$ cat config.mk
export PLATFORM = sky130hd
export DESIGN_NAME = day1_mux_arbiter
export DESIGN_NICKNAME = d
export VERILOG_FILES = /design/src/rtl/day1_arb_pkg.sv /design/src/rtl/day1_mux.sv /design/src/rtl/day1_mux_arbiter.sv
export SDC_FILE = /design/constraint.sdc
export NUM_CORES = 1
export LEC_CHECK = 0
export ABC_AREA = 1
export CAP_MARGIN = 20
export CORE_MARGIN = 2
export CORE_UTILIZATION = 25
export DETAILED_ROUTE_END_ITERATION = 12
export PLACE_DENSITY = 0.51
export SLEW_MARGIN = 5
export SYNTH_ARGS = -nofsm -noshare
export SYNTH_HDL_FRONTEND = slang
export SYNTH_SLANG_ARGS = --single-unit
$ cat constraint.sdc
create_clock -name clk -period 1.8 [get_ports clk]
set_input_delay 0.27 -clock clk [delete_from_list [all_inputs] [get_ports clk]]
set_output_delay 0.27 -clock clk [all_outputs]
set_load 0.01 [all_outputs]
$ cat src/rtl/day1_arb_pkg.sv
// Shared types for the day1 mux arbiter.
// Data width, arbiter state and last-owner encodings.
package day1_arb_pkg;

  localparam int DATA_W = 8;

  typedef enum logic [1:0] {
    IDLE,
    GRANT_A,
    GRANT_B
  } arb_state_t;

  typedef enum logic {
    OWNER_B = 1'b0,
    OWNER_A = 1'b1
  } owner_t;

endpackage

$ cat src/rtl/day1_mux.sv
// Team 2:1 mux, W bits wide.
// a_i/b_i: data in; sel_i: 1 = a_i; y_o: selected data.
module day1_mux #(
  parameter int W = 8
) (
  input  logic [W-1:0] a_i,
  input  logic [W-1:0] b_i,
  input  logic         sel_i,
  output logic [W-1:0] y_o
);

  assign y_o = sel_i ? a_i : b_i;

endmodule

$ cat src/rtl/day1_mux_arbiter.sv
// Round-robin, burst-limited arbiter for two producers over day1_mux.
// Ports: a/b req+data in, a/b gnt out, sel_o, y valid/ready/data out.
module day1_mux_arbiter
  import day1_arb_pkg::*;
#(
  parameter int MAX_BURST = 4
) (
  input  logic              clk,
  input  logic              reset_n,
  input  logic              a_req_i,
  input  logic [DATA_W-1:0] a_data_i,
  output logic              a_gnt_o,
  input  logic              b_req_i,
  input  logic [DATA_W-1:0] b_data_i,
  output logic              b_gnt_o,
  output logic              sel_o,
  output logic              y_valid_o,
  output logic [DATA_W-1:0] y_data_o,
  input  logic              y_ready_i
);

  localparam logic [3:0] BURST_MAX = 4'(MAX_BURST);

  arb_state_t        state_q;
  arb_state_t        state_d;
  owner_t            last_q;
  owner_t            last_d;
  logic [3:0]        cnt_q;
  logic [3:0]        cnt_d;
  logic              at_max;
  logic              out_free;
  logic              a_xfer;
  logic              b_xfer;
  logic [DATA_W-1:0] mux_y;

  assign at_max   = (cnt_q == BURST_MAX);
  assign out_free = !y_valid_o || y_ready_i;
  assign sel_o    = (state_q == GRANT_A);

  // Owner is cut off once its burst hits the
  // limit while the other side is waiting.
  assign a_gnt_o = (state_q == GRANT_A)
                && out_free
                && !(b_req_i && at_max);
  assign b_gnt_o = (state_q == GRANT_B)
                && out_free
                && !(a_req_i && at_max);

  assign a_xfer = a_req_i && a_gnt_o;
  assign b_xfer = b_req_i && b_gnt_o;

  day1_mux #(
    .W(DATA_W)
  ) u_mux (
    .a_i  (a_data_i),
    .b_i  (b_data_i),
    .sel_i(sel_o),
    .y_o  (mux_y)
  );

  always_comb begin
    state_d = state_q;
    last_d  = last_q;
    cnt_d   = cnt_q;
    unique case (state_q)
      IDLE: begin
        if (a_req_i && b_req_i) begin
          state_d = (last_q == OWNER_B)
                  ? GRANT_A : GRANT_B;
        end else if (a_req_i) begin
          state_d = GRANT_A;
        end else if (b_req_i) begin
          state_d = GRANT_B;
        end
      end
      GRANT_A: begin
        if (b_req_i && (!a_req_i || at_max)) begin
          state_d = GRANT_B;
          cnt_d   = '0;
          last_d  = OWNER_A;
        end else if (!a_req_i && !b_req_i) begin
          state_d = IDLE;
          cnt_d   = '0;
          last_d  = OWNER_A;
        end else if (a_xfer && !at_max) begin
          cnt_d = cnt_q + 4'd1;
        end
      end
      GRANT_B: begin
        if (a_req_i && (!b_req_i || at_max)) begin
          state_d = GRANT_A;
          cnt_d   = '0;
          last_d  = OWNER_B;
        end else if (!a_req_i && !b_req_i) begin
          state_d = IDLE;
          cnt_d   = '0;
          last_d  = OWNER_B;
        end else if (b_xfer && !at_max) begin
          cnt_d = cnt_q + 4'd1;
        end
      end
      default: begin
        state_d = IDLE;
        cnt_d   = '0;
      end
    endcase
  end

  always_ff @(posedge clk or negedge reset_n) begin
    if (!reset_n) begin
      state_q <= IDLE;
      last_q  <= OWNER_B;
      cnt_q   <= '0;
    end else begin
      state_q <= state_d;
      last_q  <= last_d;
      cnt_q   <= cnt_d;
    end
  end

  always_ff @(posedge clk or negedge reset_n) begin
    if (!reset_n) begin
      y_valid_o <= 1'b0;
      y_data_o  <= '0;
    end else if (a_xfer || b_xfer) begin
      y_valid_o <= 1'b1;
      y_data_o  <= mux_y;
    end else if (y_ready_i) begin
      y_valid_o <= 1'b0;
    end
  end

  a_one_gnt: assert property (
    @(posedge clk) disable iff (!reset_n)
    !(a_gnt_o && b_gnt_o));

  a_idle_gnt: assert property (
    @(posedge clk) disable iff (!reset_n)
    (state_q == IDLE) |-> !(a_gnt_o || b_gnt_o));

  a_stall_hold: assert property (
    @(posedge clk) disable iff (!reset_n)
    (y_valid_o && !y_ready_i)
      |=> (y_valid_o && $stable(y_data_o)));

endmodule

; Word-level counts from Yosys, hierarchy flattened
; Index checks and enable logic that the tools add are counted.
; W data, S select, Z words.
[classes]
add_sub_neg = 1
eq_ne = 8
n_mux = 23
n_bitwise = 1
reduce_logical = 29
[op_table]
columns = cell, count
row1 = $mux W4, 6
row2 = $logic_and A1 B1 Y1, 14
row3 = $mux W2, 7
row4 = $pmux W4 S3, 1
row5 = $mux W8, 1
row6 = $ne A4 B4 Y1 const B, 2
row7 = $logic_not A1 Y1, 6
row8 = $mux W1, 6
row9 = $pmux W2 S3, 1
row10 = $reduce_and A3 Y1, 2
row11 = $add A4 B1 Y4 const B, 1
row12 = $eq A4 B3 Y1 const B, 1
row13 = $logic_or A1 B1 Y1, 4
row14 = $ne A4 B1 Y1 const B, 1
row15 = $reduce_bool A2 Y1, 2
row16 = $ne A3 B1 Y1 const B, 1
row17 = $ne A3 B3 Y1 const B, 1
row18 = $eq A2 B1 Y1 const B, 1
row19 = $eq A2 B2 Y1 const B, 1
row20 = $logic_not A2 Y1, 1
row21 = $pmux W1 S2, 1
row22 = $not A1 Y1, 1
[word_totals]
reg_bits = 16
in_bits = 21
output_inout_bits = 12
wordCells = 67

; Depth between registers and ports, before layout
; Gate-level depths: netlist (run 1).
[depth]
depth_word = 10
mapped_depth = 11
ltp_nobuf = 11

; By module
; From an unflattened synthesis (run 1), not the netlist that was laid out.
[hier_totals]
hier_cells = 149
hier_area_um2 = 1029.7
[modules_own_cells]
columns = mod, instances, cells_each, area_per_inst_um2, seq_area_each_um2
row1 = day1_mux_arbiter, 1, 123, 924.6, 400.4
row2 = day1_mux, 1, 26, 105.1, 0.0

; Worst setup path before layout (run 1)
; Ideal clock, no wire load.
[synth_timing]
path_kind = register -> register
start = reg state_q[1]
end = reg y_data_o[0]
setup_ps = 117
arrival_time_ps = 1421
required_ps = 1683
path_slack_ps = 262
stages_incl_launch_ff = 7
n_path_buf = 1
period_less_slack_ps = 1538
path_cell_list = dfrtp_1 > inv_1 > ha_1 > buf_2 > mux2_2 > nand2_1 > nand2_1
[synth_between]
elab_chain_len = 5
word_cells_on_any_way = 10
cone_classes = 2 x eq/ne / 1 x mux / 7 x reduce/logical
[synth_lines]
columns = item, line
row1 = start: declaration, day1_mux_arbiter.sv:24  ; arb_state_t state_q;
row2 = start signal: assignment, day1_mux_arbiter.sv:115  ; state_q <= state_d;
row3 = $eq A2 B1 Y1 (*), day1_mux_arbiter.sv:38  ; assign sel_o = (state_q == GRANT_A);
row4 = named net sel_o, day1_mux_arbiter.sv:16  ; output logic sel_o,
row5 = $logic_and A1 B1 Y1, day1_mux_arbiter.sv:43  ; && out_free
row6 = $logic_and A1 B1 Y1, day1_mux_arbiter.sv:44  ; && !(b_req_i && at_max);
row7 = $logic_and A1 B1 Y1, day1_mux_arbiter.sv:49  ; assign a_xfer = a_req_i && a_gnt_o;
row8 = $logic_or A1 B1 Y1, day1_mux_arbiter.sv:125  ; end else if (a_xfer || b_xfer) begin
row9 = end signal: assignment, day1_mux_arbiter.sv:127  ; y_data_o <= mux_y;
row10 = end: declaration, day1_mux_arbiter.sv:18  ; output logic [DATA_W-1:0] y_data_o,
; Mark *: on every way through the listed nets, which the timed path passes. The rest lies on a longest branch.
; A chain may end at the register's enable or synchronous reset.

; Worst setup path after layout (run 1)
[layout_timing]
start = reg cnt_q[0]
end = out b_gnt_o
[layout_between]
elab_chain_len = 4
[layout_lines]
columns = item, line
row1 = start: declaration, day1_mux_arbiter.sv:28  ; logic [3:0] cnt_q;
row2 = start signal: assignment, day1_mux_arbiter.sv:117  ; cnt_q <= cnt_d;
row3 = $eq A4 B3 Y1, day1_mux_arbiter.sv:36  ; assign at_max = (cnt_q == BURST_MAX);
row4 = $logic_and A1 B1 Y1, day1_mux_arbiter.sv:47  ; && !(a_req_i && at_max);
row5 = $logic_not A1 Y1, day1_mux_arbiter.sv:47
row6 = $logic_and A1 B1 Y1, day1_mux_arbiter.sv:47
row7 = end: declaration, day1_mux_arbiter.sv:15  ; output logic b_gnt_o,
; Every way passes these cells.

==> results of run 1 <==
[per-layer routing]
| layer | GRT usage | wire length, um | vias to the layer above |
|---|---|---|---|
| met5 | 0 | 0 | - |
| met4 | 0.0449 | 27 | 0 |
| met3 | 0.0260 | 88 | 2 |
| met2 | 0.194 | 1330 | 21 |
| met1 | 0.146 | 1270 | 505 |
| li1 | - | - | 565 |
[worst register-to-register path, stage by stage, from the launching register on]
cell     delay (ns)
dfrtp_1        0.41
inv_1          0.09
ha_2           0.21
buf_4          0.12
buf_4          0.19
mux2_2         0.35
nand2_1        0.06
nand2_1        0.05
[synth_stat cells]
| master | count |
|---|---|
| nand2_1 | 59 |
| nand2_2 | 4 |
| nand3_1 | 8 |
| nor2_4 | 1 |
| buf_2 | 1 |
| ha_1 | 6 |
| o211ai_1 | 1 |
| a21oi_1 | 2 |
| inv_2 | 4 |
| mux2_2 | 8 |
| nor2_1 | 8 |
| nor2_2 | 2 |
| dfrtp_1 | 16 |
| xor2_1 | 2 |
| clkinv_4 | 1 |
| nand2_4 | 1 |
| nand4_1 | 2 |
| nand4_2 | 1 |
| nand3_2 | 2 |
| o21ai_1 | 4 |
| or2_1 | 1 |
| inv_1 | 13 |
[worst min-delay path by stage]
stage	startpoint	end	cells past startpoint
floorplan	reset_n	cnt_q[0]$_DFFE_PN0P_	0
global placement	y_data_o[7]$_DFFE_PN0P_	y_data_o[7]$_DFFE_PN0P_	2
detailed placement	y_data_o[4]$_DFFE_PN0P_	y_data_o[4]$_DFFE_PN0P_	2
CTS	reset_n	last_q$_DFFE_PN0P_	2
global route	reset_n	state_q[1]$_DFFE_PN0P_	2
finish	reset_n	last_q$_DFFE_PN0P_	2
[power by group]
group | internal, uW | switching [uW]
Combinational | 650 | 674
Sequential | 502 | 78.6
Clock | 194 | 126
Total | 1350 | 879
[final cells by class]
cell class                      count  area, um^2
Clock buffer                        4        55.1
Fill cell                         459        2610
Inverter                           18        72.6
Multi-Input combinational cell    112         643
Sequential cell                    16         400
Tap cell                           52        65.1
Timing Repair Buffer               50         453
[state kept, by name, summed over array words and instances (netlist names)]
register   cells
state_q        2
y_valid_o      1
y_data_o       8
last_q         1
cnt_q          4
[cell usage in the layout (no fill, tap or decap)]
| master | count |
|---|---|
| nand2_1 | 58 |
| clkdlybuf4s50_1 | 29 |
| buf_4 | 18 |
| dfrtp_1 | 16 |
| inv_1 | 11 |
| mux2_2 | 8 |
| nor2_1 | 8 |
| nand3_1 | 8 |
| inv_2 | 6 |
| nand2_2 | 5 |
| o21ai_1 | 4 |
| clkbuf_8 | 4 |
| ha_1 | 3 |
| nand3_2 | 2 |
| nor2_2 | 2 |
| nand4_1 | 2 |
| xor2_1 | 2 |
| a21oi_1 | 2 |
| ha_2 | 2 |
| dlygate4sd2_1 | 2 |
| nand4_2 | 1 |
| nand2_4 | 1 |
| clkinv_4 | 1 |
| nor2_4 | 1 |
| o211ai_1 | 1 |
| or2_1 | 1 |
| ha_4 | 1 |
| clkdlybuf4s15_1 | 1 |
[through the flow]
stage / util / total power [uW] / instance area (um^2) / hold slack (ns)
2_1_floorplan: - / 1300 / 1100 / -0.0256
3_3_place_gp: 0.371 / 1860 / 1590 / 0.458
3_5_place_dp: 0.371 / 1880 / 1590 / 0.463
4_1_cts: 0.385 / 2220 / 1660 / 0.356
5_1_grt: 0.393 / 2430 / 1690 / 0.376
6_report: 0.393 / 2230 / 1690 / 0.342
[cell families (layout without fill, tap and decap cells)]
group,after synthesis,in the layout,share of synthesized area
AND/OR/NAND/NOR,89,89,0.366
buffers and inverters,19,72,0.0705
flip-flops,16,16,0.364
AO/OA/AOI/OAI,7,7,0.0341
XOR/XNOR,2,2,0.0159
multiplexers,8,8,0.0818
adder cells (fa/ha/maj),6,6,0.0682
[what timing repair did]
action,4_1_cts,5_1_grt
pin swaps,0,1
gates resized for setup,4,7
setup buffers,1,2
endpoints found under the hold margin,0,0
setup endpoints to repair,3,2
==> flow_summary.json, run 1 <==
{
  "io_buffers": 32,
  "grt_start_max_net_pins": 17,
  "worst_clock_skew_ns": 0.00522,
  "final-hold-violation-count": 0,
  "drv_cap": 0,
  "crit_required_ns": 1.53,
  "crit_path_capture": "b_gnt_o",
  "clk_latency_ns": 0.25,
  "cts_root_buffer": "clkbuf_8",
  "core_region_area_um2": 4290,
  "max-vdd-ir-drop_uv": 499,
  "tritoncts": "built",
  "cpMostUsedCell": "inv_2",
  "cts.sink_count": 16,
  "cts-hold-fix-buffers": 0,
  "timing.slew.headroom": 0.848,
  "antennaDiodeCount": 0,
  "antenna_found_initial": 0,
  "worstReg2RegEnd": "y_data_o[6]$_DFFE_PN0P_",
  "syn-num-nets": 174,
  "cts.reportedPaths.clkPinSlew_ns": 0.07,
  "vias_post_dr": 1093,
  "share_of_post_route_cells_with_drive_strength_above_1": 0.260,
  "worst-r2r-cell-count": 7,
  "buffers_and_inverters_on_the_worst_path": 3,
  "rsz_0062_raised_after_global_routing": "no",
  "crit_cells": 6,
  "postSynthCellCount": 147,
  "launch_instance_of_the_worst_register_to_register_path": "state_q[1]$_DFFE_PN0P_",
  "cts_buffer_depth": 2,
  "floorplan.io_pins": 33,
  "yosys_register_bits": 16,
  "cp_data_arrival_time_ns": 1.45,
  "setup_total_negative_slack_ns": 0,
  "placed_cells_incl_taps": 245,
  "p_per_area_nw_per_um2": 1320,
  "timing.critical_path.slowest_cell_delay_ns": 0.39,
  "drt_drc_violations_left": 0,
  "synth.yosys.seq_area_share": 0.364,
  "depth_of_the_cts_h_tree": 1,
  "run_status": "finished clean",
  "setup.worst_path.class": "flip-flop to primary output",
  "drt-vias-per-instance": 4.34,
  "power_leakage_uw": 0.000846,
  "synth.top_cells.by_area": "dfrtp_1 36%, nand2_1 20%, mux2_2 8.2%, ha_1 6.8%, inv_1 4.4%",
  "clock.fmax_mhz": 583,
  "crit_path_start_kind": "flip-flop",
  "post-route-period-util": 0.953,
  "antenna_violating_nets_remaining": 0,
  "die_span_y_um": 70.4,
  "nNetsFinal": 228,
  "flow.area_growth_from_synthesis_pct": 53.4,
  "count_of_pins_over_their_slew_limit": 0,
  "dieArea_um2": 4950,
  "avgSynthCellArea_um2": 7.49,
  "dp_hpwl_um": 2100,
  "timing.critical_path.fanout_max": 4,
  "worstSetupEndpointType": "primary output",
  "critical_path.startpoint": "cnt_q[0]$_DFFE_PN0P_",
  "timing.final.crit_period_ns": 1.72,
  "postRouteWirelength_um": 2710,
  "post-route-worst-setup-slack_ns": 0.0843,
  "synthDistinctLibCells": 22,
  "global_route.overflow_total": 0,
  "detail_route.first_pass.iterations": 4,
  "vias_in_the_first_global_route": 1048,
  "initial_core_util": 0.256,
  "tritoncts.num_buffers": 3,
  "path_delay_family": "buffers and inverters",
  "global_route.usage.total": 0.116,
  "path_cells": "inv_2 > ha_4 > nand3_2 > o21ai_1 > inv_2 > dlygate4sd2_1",
  "globalplace.congestion": 0.850,
  "place_ws_ns": -0.0747,
  "min-delay-path-class": "primary input to asynchronous set/reset pin",
  "instances_no_fill": 252,
  "grt_pass1_wl_um": 4550,
  "die_w_um": 70.4,
  "yosysTopAreaCellShare": 0.364,
  "detailedRoute.firstIterationViolations": 35,
  "post_detailed_route_wirelength_per_cell_um": 10.8,
  "slowest_cell_on_crit_path": "dfrtp_1",
  "ys.warnings.count": 0,
  "yosys.area.top_type": "dfrtp_1",
  "cell_rows": 24,
  "reg2reg_slack_ns": 0.21,
  "final_setup_violating_endpoints": 0,
  "tightestPinTransition_ns": 0.228,
  "post_synth_instance_area_um2": 1100
}
Power figures use the tool's default switching activity.
==> run 2, diff against run 1 <==
--- a/config.mk
+++ b/config.mk
@@ -7,7 +7,6 @@
 export LEC_CHECK = 0
 export ABC_AREA = 1
 export CAP_MARGIN = 20
-export CORE_MARGIN = 2
 export CORE_UTILIZATION = 25
 export DETAILED_ROUTE_END_ITERATION = 12
 export PLACE_DENSITY = 0.51
@@ -15,3 +14,4 @@
 export SYNTH_ARGS = -nofsm -noshare
 export SYNTH_HDL_FRONTEND = slang
 export SYNTH_SLANG_ARGS = --single-unit
+export TNS_END_PERCENT = 10
==> run 2 against run 1 <==
Effect of this change:
- hold slack lost 0.0068 ns
- setup slack better by 0.052 ns
- sequential power hardly changed
- final cell count grew 0.40%
- global-route usage up 1.7 points
- combinational power up 3%
- sequential share of layout area is 0.36 points lower
- sequential cell count stayed put
- die area down 5.6%
- clock skew decreased by 0.0037 ns
- via count fell by 0.55%
- critical path depth increased by 1
- largest cell class unchanged
- largest power group unchanged
==> flow_summary.json, run 2 (synthesized netlist as in run 1, its figures left out) <==
{
  "run_status": "finished clean",
  "power_share_of_the_sequential_group": 0.256,
  "worstSetupEndpointType": "primary output",
  "timing.critical_path.fanout_max": 2,
  "cts.sink_count": 16,
  "global_route.usage.total": 0.134,
  "max-vdd-ir-drop_uv": 470,
  "post_detailed_route_wirelength_per_cell_um": 10.9,
  "rsz_0062_raised_after_global_routing": "no",
  "max_flop_register": "y_data_o",
  "cts.reportedPaths.clkPinSlew_ns": 0.07,
  "min-delay-path-class": "primary input to asynchronous set/reset pin",
  "final-hold-violation-count": 0,
  "launch_instance_of_the_worst_register_to_register_path": "state_q[0]$_DFFE_PN0P_",
  "worstReg2RegEnd": "y_data_o[1]$_DFFE_PN0P_",
  "design_power_total_uw": 2280,
  "antenna_found_initial": 0,
  "buffers_and_inverters_on_the_worst_path": 4,
  "cts_buffer_depth": 2,
  "final_design_utilization": 0.417,
  "postRouteWirelength_um": 2750,
  "die_w_um": 68.4,
  "drt-vias-per-instance": 4.30,
  "path_cells": "inv_1 > ha_2 > nand2_1 > inv_1 > o21ai_1 > inv_2 > clkdlybuf4s15_1",
  "cpMostUsedCell": "inv_1",
  "grt_pass1_wl_um": 4610,
  "path_delay_family": "buffers and inverters",
  "post-route-period-util": 0.924,
  "detailedRoute.firstIterationViolations": 44,
  "place_ws_ns": -0.0787,
  "commonest_cells_after_routing_fill_and_taps_aside": "58 x nand2_1, 29 x clkdlybuf4s50_1, 21 x buf_4",
  "final_setup_violating_endpoints": 0,
  "tightestPinTransition_ns": 0.229,
  "setup.worst_path.class": "flip-flop to primary output",
  "reg2reg_slack_ns": 0.28,
  "largestRegisters": "y_data_o (8), cnt_q (4), state_q (2)",
  "dp_hpwl_um": 2230,
  "timing.critical_path.slowest_cell_delay_ns": 0.39,
  "flow.area_growth_from_synthesis_pct": 55.8,
  "crit_path_start_kind": "flip-flop",
  "worst_clock_skew_ns": 0.00154,
  "antenna_violating_nets_remaining": 0,
  "clk_latency_ns": 0.25,
  "timing.final.crit_period_ns": 1.66,
  "mostFrequentLayoutCell": "nand2_1",
  "nNetsFinal": 231,
  "die_span_y_um": 68.4,
  "power_leakage_uw": 0.000860,
  "floorplan.io_pins": 33,
  "largest_register_ff_count": 8,
  "cellInternalPower_uw": 1370,
  "cp_data_arrival_time_ns": 1.39,
  "drt_drc_violations_left": 0,
  "global_route.overflow_total": 0,
  "clock.fmax_mhz": 601,
  "comb_power_share": 0.598,
  "vias_in_the_first_global_route": 1046,
  "depth_of_the_cts_h_tree": 1,
  "detail_route.first_pass.iterations": 4,
  "timing.slew.headroom": 0.847,
  "grt_start_max_net_pins": 17,
  "tritoncts.num_buffers": 3,
  "drv_cap": 0,
  "antennaDiodeCount": 0,
  "sw_frac_of_total": 0.396,
  "post-route-worst-setup-slack_ns": 0.136,
  "p_per_area_nw_per_um2": 1330,
  "worst-r2r-cell-count": 12,
  "initial_core_util": 0.268,
  "globalplace.congestion": 0.813,
  "count_of_pins_over_their_slew_limit": 0,
  "vias_post_dr": 1087,
  "clkPwrFrac": 0.147,
  "tritoncts": "built",
  "worst_hold_slack_ns": 0.335,
  "core_region_area_um2": 4120,
  "cts_root_buffer": "clkbuf_8",
  "share_of_post_route_cells_with_drive_strength_above_1": 0.276,
  "cell_rows": 23,
  "setup_total_negative_slack_ns": 0,
  "power.switching_uw": 902,
  "dieArea_um2": 4670,
  "slowest_cell_on_crit_path": "dfrtp_1",
  "io_buffers": 32,
  "crit_required_ns": 1.53,
  "cts-hold-fix-buffers": 0
}
==> run 2: changes by cell type in the layout (fill, tap and decap cells not counted), sizes merged <==
| cell | change |
|---|---|
| clkbuf | +1 |
| buf | +3 |
| dlygate4sd2 | -1 |
==> run 2: timing repair <==
item / 4_1_cts / 5_1_grt
pin swaps: 0 / 1
hold endpoints to repair: 0 / 0
setup endpoints to repair: 3 / 2
gates resized for setup: 7 / 7
setup buffers: 1 / 1
==> run 2: through the flow <==
stage / instances / instance area [um^2]
2_1_floorplan: 147 / 1100
3_3_place_gp: 247 / 1620
3_5_place_dp: 247 / 1620
4_1_cts: 252 / 1700
5_1_grt: 253 / 1720
6_report: 253 / 1720
==> run 2: power groups by stage <==
stage / combinational [uW] / sequential, uW / clock [uW]
2_1_floorplan: 668 / 637 / 0
4_1_cts: 1360 / 582 / 342
3_5_place_dp: 1330 / 588 / 0
5_1_grt: 1530 / 597 / 360
6_report: 1360 / 581 / 334
3_3_place_gp: 1320 / 583 / 0
==> run 2: worst max path at each step <==
stage | cells past startpoint | endpoint | from | slack [ns]
2_1_floorplan | 6 | y_data_o[0]$_DFFE_PN0P_ | state_q[1]$_DFFE_PN0P_ | 0.26
3_3_place_gp | 8 | b_gnt_o | y_ready_i | -0.07
3_5_place_dp | 7 | a_gnt_o | b_req_i | -0.08
4_1_cts | 8 | a_gnt_o | cnt_q[0]$_DFFE_PN0P_ | -0.005
5_1_grt | 7 | b_gnt_o | state_q[0]$_DFFE_PN0P_ | 0.008
6_report | 7 | b_gnt_o | state_q[0]$_DFFE_PN0P_ | 0.14
==> run 2: routing by layer <==
layer	GRT usage	vias to the layer above	wire length, um	part of all wire
li1	-	571	-	-
met5	0	-	0	0
met2	0.214	22	1300	0.47
met3	0.0283	5	96	0.035
met4	0.0547	0	42	0.015
met1	0.172	489	1320	0.48
==> run 2: cell type report <==
type                       instances  area [um^2]
tap                               50         62.6
timing repair buffer              53          472
inverter                          18         72.6
multi-input combinational        112          653
clock buffer                       4         55.1
sequential                        16          400
fill                             452         2400
==> run 2: worst register-to-register path: stages, from the launching register on <==
cell,delay (ns)
dfrtp_1,0.39
inv_1,0.08
ha_2,0.19
nand2_1,0.08
inv_1,0.07
o21ai_1,0.07
inv_2,0.05
buf_4,0.09
nand2_2,0.05
nand2_4,0.13
clkinv_4,0.11
nand2_1,0.07
nand2_1,0.05
